===== src/rtl/mem_port_arbiter.sv =====
// Arbiter that serialises instruction-fetch and data accesses onto one shared memory port
// and produces the pipeline enables once every access of the current slot has completed.
module mem_port_arbiter #(
    parameter int ADDR_W = 32,
    parameter int DATA_W = 32,
    parameter int TMO_W  = 8
) (
    input  logic              clk,
    input  logic              rst_n,
    input  logic              if_req,
    input  logic [ADDR_W-1:0] if_addr,
    output logic [DATA_W-1:0] if_rdata,
    output logic              if_ready,
    input  logic              dm_req,
    input  logic              dm_we,
    input  logic [ADDR_W-1:0] dm_addr,
    input  logic [DATA_W-1:0] dm_wdata,
    output logic [DATA_W-1:0] dm_rdata,
    output logic              dm_ready,
    output logic              mem_en,
    output logic              mem_we,
    output logic [ADDR_W-1:0] mem_addr,
    output logic [DATA_W-1:0] mem_wdata,
    input  logic [DATA_W-1:0] mem_rdata,
    input  logic              mem_ack,
    input  logic              hz_pc_we,
    input  logic              hz_ifid_en,
    input  logic              hz_idex_en,
    input  logic              hz_exmem_en,
    input  logic              hz_memwb_en,
    output logic              pc_write_en,
    output logic              ifid_en,
    output logic              idex_en,
    output logic              exmem_en,
    output logic              memwb_en,
    output logic              err
);

    typedef enum logic [1:0] {
        IDLE    = 2'd0,
        DM_BUSY = 2'd1,
        IF_BUSY = 2'd2
    } state_t;

    state_t              state_q, state_d;
    logic                mem_en_q, mem_en_d;
    logic                mem_we_q, mem_we_d;
    logic [ADDR_W-1:0]   mem_addr_q, mem_addr_d;
    logic [DATA_W-1:0]   mem_wdata_q, mem_wdata_d;
    logic [DATA_W-1:0]   if_rdata_q, if_rdata_d;
    logic [DATA_W-1:0]   dm_rdata_q, dm_rdata_d;
    logic                if_done_q, if_done_d;
    logic                dm_done_q, dm_done_d;
    logic                err_q, err_d;
    logic [TMO_W-1:0]    wdog_q, wdog_d;

    logic                adv;
    logic                need_dm;
    logic                need_if;
    logic                ack_v;
    logic                tmo;
    logic                acc_done;
    logic [TMO_W-1:0]    wdog_inc;
    logic [DATA_W-1:0]   cap_data;

    always_comb begin
        state_d     = state_q;
        mem_en_d    = mem_en_q;
        mem_we_d    = mem_we_q;
        mem_addr_d  = mem_addr_q;
        mem_wdata_d = mem_wdata_q;
        if_rdata_d  = if_rdata_q;
        dm_rdata_d  = dm_rdata_q;
        if_done_d   = if_done_q;
        dm_done_d   = dm_done_q;
        err_d       = err_q;
        wdog_d      = wdog_q;
        adv         = 1'b0;
        need_dm     = dm_req & ~dm_done_q;
        need_if     = if_req & ~if_done_q;
        ack_v       = mem_ack & mem_en_q;
        wdog_inc    = wdog_q + 1'b1;
        tmo         = 1'b0;
        acc_done    = 1'b0;
        cap_data    = '0;

        case (state_q)
            IDLE: begin
                // Data side wins: the MEM-stage instruction is older than the fetch.
                if (need_dm) begin
                    mem_en_d    = 1'b1;
                    mem_we_d    = dm_we;
                    mem_addr_d  = dm_addr;
                    mem_wdata_d = dm_wdata;
                    wdog_d      = '0;
                    state_d     = DM_BUSY;
                end else if (need_if) begin
                    mem_en_d    = 1'b1;
                    mem_we_d    = 1'b0;
                    mem_addr_d  = if_addr;
                    wdog_d      = '0;
                    state_d     = IF_BUSY;
                end else begin
                    adv         = 1'b1;
                    if_done_d   = 1'b0;
                    dm_done_d   = 1'b0;
                end
            end
            DM_BUSY, IF_BUSY: begin
                // A watchdog expiry completes the access as if acked with zero data.
                tmo      = ~ack_v & (&wdog_inc);
                acc_done = ack_v | tmo;
                cap_data = ack_v ? mem_rdata : '0;
                if (acc_done) begin
                    mem_en_d = 1'b0;
                    mem_we_d = 1'b0;
                    wdog_d   = '0;
                    err_d    = err_q | tmo;
                    state_d  = IDLE;
                    if (state_q == DM_BUSY) begin
                        dm_done_d = 1'b1;
                        if (!mem_we_q) begin
                            dm_rdata_d = cap_data;
                        end
                    end else begin
                        if_done_d  = 1'b1;
                        if_rdata_d = cap_data;
                    end
                end else begin
                    wdog_d = wdog_inc;
                end
            end
            default: begin
                state_d = IDLE;
            end
        endcase
    end

    always_ff @(posedge clk) begin
        if (!rst_n) begin
            state_q     <= IDLE;
            mem_en_q    <= 1'b0;
            mem_we_q    <= 1'b0;
            mem_addr_q  <= '0;
            mem_wdata_q <= '0;
            if_rdata_q  <= '0;
            dm_rdata_q  <= '0;
            if_done_q   <= 1'b0;
            dm_done_q   <= 1'b0;
            err_q       <= 1'b0;
            wdog_q      <= '0;
        end else begin
            state_q     <= state_d;
            mem_en_q    <= mem_en_d;
            mem_we_q    <= mem_we_d;
            mem_addr_q  <= mem_addr_d;
            mem_wdata_q <= mem_wdata_d;
            if_rdata_q  <= if_rdata_d;
            dm_rdata_q  <= dm_rdata_d;
            if_done_q   <= if_done_d;
            dm_done_q   <= dm_done_d;
            err_q       <= err_d;
            wdog_q      <= wdog_d;
        end
    end

    assign mem_en      = mem_en_q;
    assign mem_we      = mem_we_q;
    assign mem_addr    = mem_addr_q;
    assign mem_wdata   = mem_wdata_q;
    assign if_rdata    = if_rdata_q;
    assign dm_rdata    = dm_rdata_q;
    assign if_ready    = if_done_q;
    assign dm_ready    = dm_done_q;
    assign err         = err_q;

    assign pc_write_en = adv & hz_pc_we;
    assign ifid_en     = adv & hz_ifid_en;
    assign idex_en     = adv & hz_idex_en;
    assign exmem_en    = adv & hz_exmem_en;
    assign memwb_en    = adv & hz_memwb_en;

endmodule


===== config.mk =====
export PLATFORM = sky130hd
export DESIGN_NAME = mem_port_arbiter
export DESIGN_NICKNAME = d
export VERILOG_FILES = /design/src/rtl/mem_port_arbiter.sv
export SDC_FILE = /design/constraint.sdc
export NUM_CORES = 1
export LEC_CHECK = 0
export CORE_ASPECT_RATIO = 1.25
export CORE_MARGIN = 10
export CORE_UTILIZATION = 35
export DETAILED_ROUTE_END_ITERATION = 10
export PLACE_DENSITY = 0.73
export SETUP_SLACK_MARGIN = 0.5
export SYNTH_ARGS = -nofsm -noshare
export SYNTH_HDL_FRONTEND = slang
export SYNTH_SLANG_ARGS = --single-unit
export TNS_END_PERCENT = 100

===== constraint.sdc =====
create_clock -name clk -period 1.9 [get_ports clk]
set_input_delay 0.285 -clock clk [delete_from_list [all_inputs] [get_ports clk]]
set_output_delay 0.285 -clock clk [all_outputs]
set_load 0.05 [all_outputs]

# After elaboration in Yosys (flattened, before gate mapping)
# Index checks and enable logic that the tools add are counted.
# classes
n_eq_ne	8
n_mux	29
addsub	1
n_reduce_logical	15
bitwise	16
# ops
cell	n
$mux W32	3
$mux W8	3
$pmux W8 S2	1
$mux W1	14
$ne A2 B2 Y1 const B	5
$reduce_and A2 Y1	5
$reduce_and A5 Y1	2
$and A1 B1 Y1	9
$add A8 B1 Y8 const B	1
$pmux W1 S2	4
$reduce_and A8 Y1	1
$mux W2	3
$reduce_and A3 Y1	2
$not A1 Y1	5
$pmux W2 S2	1
$reduce_and A4 Y1	1
$reduce_bool A2 Y1	2
$ne A3 B3 Y1 const B	1
$eq A2 B1 Y1 const B	1
$eq A2 B2 Y1 const B	1
$logic_not A2 Y1	1
$or A1 B1 Y1	2
$reduce_or A2 Y1	1
# word_totals
out_inout_bits	138
word_cells	80
register_bits	143

# Logic depth before layout (Yosys ltp)
# depth
ltp_word	6
ltp_mapped	10
depth_no_buf	8

# Worst setup path before layout
# Ideal clock, no wire load.
# synth_timing
path_kind	flip-flop to flip-flop
from	register dm_done_q, in the netlist dm_ready
to	register wdog_q[1]
n_path_buf	4
required_ns	1.772
arrival_ns	1.985
path_slack_ns	-0.212
stages_incl_launch_ff	11
cell_sequence	dfxtp_1 -> nand2b_1 -> buf_2 -> and3_1 -> clkbuf_1 -> or2_2 -> clkbuf_1 -> buf_2 -> nor2_1 -> a22oi_1 -> nor2_1
# synth_between
elab_chain_cells	4
word_cells_on_any_way	6
cone_classes	1 x eq/ne; 2 x mux; 2 x bitwise; 1 x reduce/logical
# synth_rtl
element	line	rtl
start: declaration	53	logic dm_done_q, dm_done_d;
start signal: assignment	161	dm_done_q <= dm_done_d;
$not A1 Y1 (*)	79	need_dm = dm_req & ~dm_done_q;
$and A1 B1 Y1 (*)	79	
$mux W8 / $ne A3 B3 Y1 (equally long branches)	n/a	
$pmux W8 S2 / $reduce_and A2 Y1 (equally long branches)	n/a	
end signal: assignment	163	wdog_q <= wdog_d;
end: declaration	55	logic [TMO_W-1:0] wdog_q, wdog_d;
# Mark *: on every way between the ends. The rest lies on a longest branch, timed or not.
# A chain may end at the register's enable or synchronous reset.

# Worst setup path in the final report
# layout_timing
from	register wdog_q[0]
to	register dm_rdata_q[31], in the netlist dm_rdata[31]
# layout_between
elab_chain_cells	5
# layout_rtl
element	line	rtl
$add A8 B1 Y8	82	wdog_inc = wdog_q + 1'b1;
$reduce_and A8 Y1	111	tmo = ~ack_v & (&wdog_inc);
$and A1 B1 Y1	111	
$or A1 B1 Y1	112	acc_done = ack_v | tmo;
$reduce_and A4 Y1 (no line)	n/a	
end signal: assignment	159	dm_rdata_q <= dm_rdata_d;
end: declaration	51	logic [DATA_W-1:0] dm_rdata_q, dm_rdata_d;
# No other way between the ends.

==> impl_results.md <==
- Outcome: finished with violations
- Failing checks: negative setup slack
- Diodes inserted: 0
- Initial Util: 35.7%
- Internal: 8.52 mW
- Delay-heaviest family, CP: compound AO/OA/AOI/OAI gates
- Maxcap violations: 0
- Row Count: 50
- H-tree lvl count: 4
- Worst Skew: 0.00963 ns
- Post-Syn Instances: roughly 590
- Die H: 158 um
- Hold buffer count at cts: 0
- Worst VDD drop: roughly 0.00082 V
- Sequential element share of the synthesized area: between 50 and 60%
- Slowest CP cell: dfxtp_4
- Final Hold Violating Endpoints: 0
- Vias per inst: 5.24
- Worst hold slack: 0.415 ns
- P_sw: about 6.0 mW
- Min-delay worst type: in -> reg
- Reg area: 2880 sq um
- Crit-path max cell delay: about 0.36 ns
- Root buf cell: clkbuf_16
- # nets final: around 1.1k
- Most frequent cells in the layout: clkdlybuf4s50_1 (138), dfxtp_1 (136), nand2_1 (112), buf_2 (90), a22o_1 (64)
- Kind of critical path: reg -> reg
- Die width: 131 um
- Final Setup Violations: 66
- Share of flip-flops with an asynchronous set or reset: 0%
- Crit end category: flop
- Relative slew slack: about 61%
- Crit-path cells: inv_2 > ha_2 > and3_4 > and4b_1 > a31oi_4 > o21ai_4 > a41oi_4 > buf_12 > a22o_1
- Multi-input gate area: 2960 sq um
- Reg clk slew, reported paths: ~0.06 ns
- Vias after detailed routing: 5799
- Layout cells sized above 1: 41.8%
- CTS max path bufs: 2
- Comb pwr share: 51.1%
- Minimum clock period: a little under 2 ns
- Period utilisation layout: 103%
- Avg Inst Size Synth: 9.11 sq um
- Worst Path Arrival: 2.27 ns
- Syn nets: 733
- Setup crit start kind: flop
- Port bufs: between 200 and 300
- RSZ-0062 raised after global routing: yes
- Max Freq: just over 500 MHz
- Synth cell types: 41
- Synth Flop Type: dfxtp_1
- Initial antenna violation count: 0
- Total congestion overflow: 0
- Synth top area cells: dfxtp_1 (53%), a22o_1 (10%), nand2_1 (10%)
- Static leakage: 4.23 nW
- TritonCTS clock tree: yes
- DRC viols: 0
- First-pass GRT wire length: 29600 um
- Synth Cell Area: 5360 sq um
- WP data required: 2.21 ns
- DR iter-0 viols: 337
- Worst slack, placed: -0.122 ns
- Post-DP HPWL: 14500 um
- Synth area leader: dfxtp_1
- Register bit total from synthesis: 143
- Post-DRT Antenna Nets: 0
- CP max FO: 32
- Register-to-register setup slack: -0.06 ns
- Reg power frac: 26.1%
- Final Wtd Congestion: ~0.86
- Post-synth EDFFs: 0
- Post-synth top area share: 53.5%
- Power density over the cells: approximately 1500 nW/um^2
- Worst-margin pin slew: a little under 0.6 ns
- CORE AREA: 15000 sq um
- Largest net degree at the start of global routing: 50
- Final Slew Violations: 0
- Final wirelength: 22500 um
- CTS Buf Count: 17
- Clock latency at the later pin of the worst-skew pair: around 0.42 ns
- Vias in the first global route: 5397
- Fill cell count: 1181
- DR WL/cell: slightly above 20 um
- Clock share of power: 22.8%
- CTS Sinks: 143
- Sw frac: 41.5%
- Gr usage total: 18.3%
- DR pass1 iterations: 5
- Buffer and inverter count on the worst path: 2
- P&R area growth vs syn: 83.2%
- Die ar.: 20700 sq um
- I/O pins: 277
- Final setup margin: -0.0601 ns
- Finished Core Util: between 60% and 70%
- Synth Warn #: 0
- Most common cell after layout, fill and taps aside: clkdlybuf4s50_1
==> synth_stat cells (2+ instances only) <==
cell type / number
a211oi_1: 2
a21oi_1: 40
a22o_1: 64
a311oi_1: 33
a31oi_1: 6
and2_1: 7
and3_1: 2
buf_1: 3
buf_2: 6
buf_4: 4
buf_6: 3
clkbuf_1: 31
dfxtp_1: 143
ha_1: 6
inv_1: 9
nand2_1: 144
nand2b_1: 2
nand3_1: 9
nor2_1: 40
nor2b_1: 2
nor3_1: 8
o21ai_0: 3
or2_2: 2
xnor2_1: 2
==> cell families (layout without fill, tap and decap cells) <==
logic type | count (synthesis) | count (layout) | share of synthesized area (%)
AO/OA/AOI/OAI | 158 | 160 | 22.9
XOR/XNOR | 2 | 2 | 0.327
adder cells (fa/ha/maj) | 6 | 6 | 1.40
buffers and inverters | 57 | 392 | 4.84
AND/OR/NAND/NOR | 222 | 222 | 17.1
flip-flops | 143 | 143 | 53.5
==> per-stage QoR <==
| stage | instances | instance area, sq um | total power [mW] | TNS [ns] |
|---|---|---|---|---|
| 2_1_floorplan | 588 | 5510 | 7.31 | 0 |
| 3_3_place_gp | 1030 | 8570 | 9.03 | -1.43 |
| 3_5_place_dp | 1030 | 8570 | 9.08 | -6.47 |
| 4_1_cts | 1079 | 8940 | 12.5 | -0.827 |
| 5_1_grt | 1107 | 9810 | 15.2 | -7.66 |
| 6_report | 1107 | 9810 | 14.6 | -2.59 |
==> metal layers <==
metal  track usage, %  up-vias  part of all wire, %
li1                 -     2736                    -
met1             19.6     2785                   37
met2             30.8      247                   50
met3             9.62       31                   10
met4             5.20        0                  2.0
met5                0        -                    0
==> worst register-to-register path: cells and delay by family (launching register included) <==
kind            cells  cell delay (ns)
buf+inv             2             0.26
flops               1             0.36
simple gates        2             0.43
fa+ha+maj           1             0.15
compound gates      4             0.67
==> power groups by stage <==
stage / sequential (mW) / combinational (mW) / clock (mW)
after floorplan: 5.33 / 1.98 / 0
after global placement: 3.81 / 5.22 / 0
after detailed placement: 3.83 / 5.25 / 0
after CTS: 3.76 / 5.39 / 3.38
after global routing: 3.85 / 7.81 / 3.51
final: 3.80 / 7.45 / 3.31
==> state kept, by name, summed over array words and instances, names as in the netlist <==
signal and flops:
mem_wdata 32, mem_we 1, if_ready 1, dm_rdata 32, err 1, state_q 2, wdog_q 8, mem_en 1
mem_addr 32, if_rdata 32, dm_ready 1
==> cell type report <==
cell class / count / area share (%)
clock inverters: 15 / 1.62
well taps: 182 / 2.32
repair buffers: 350 / 31.8
flip-flops and latches: 143 / 29.3
clock buffers: 17 / 4.34
inverters: 10 / 0.408
multi-input cells: 390 / 30.1
==> path summary, 6_finish.rpt <==
kind / to / cells past startpoint / startpoint
setup / recovery: dm_rdata[31] / 9 / wdog_q[0]
hold / removal: mem_wdata[8] / 3 / dm_wdata[8]
setup reg to reg: dm_rdata[31] / 9 / wdog_q[0]
hold reg to reg: mem_wdata[23] / 2 / mem_wdata[23]
==> repair_timing <==
action	in CTS	in global routing
resized for setup	470	220
pin swaps	6	64
setup buffers	16	12
endpoints found under the setup margin	240	185
cloned	1	16
Note: power is estimated with default switching activity, not from simulation.
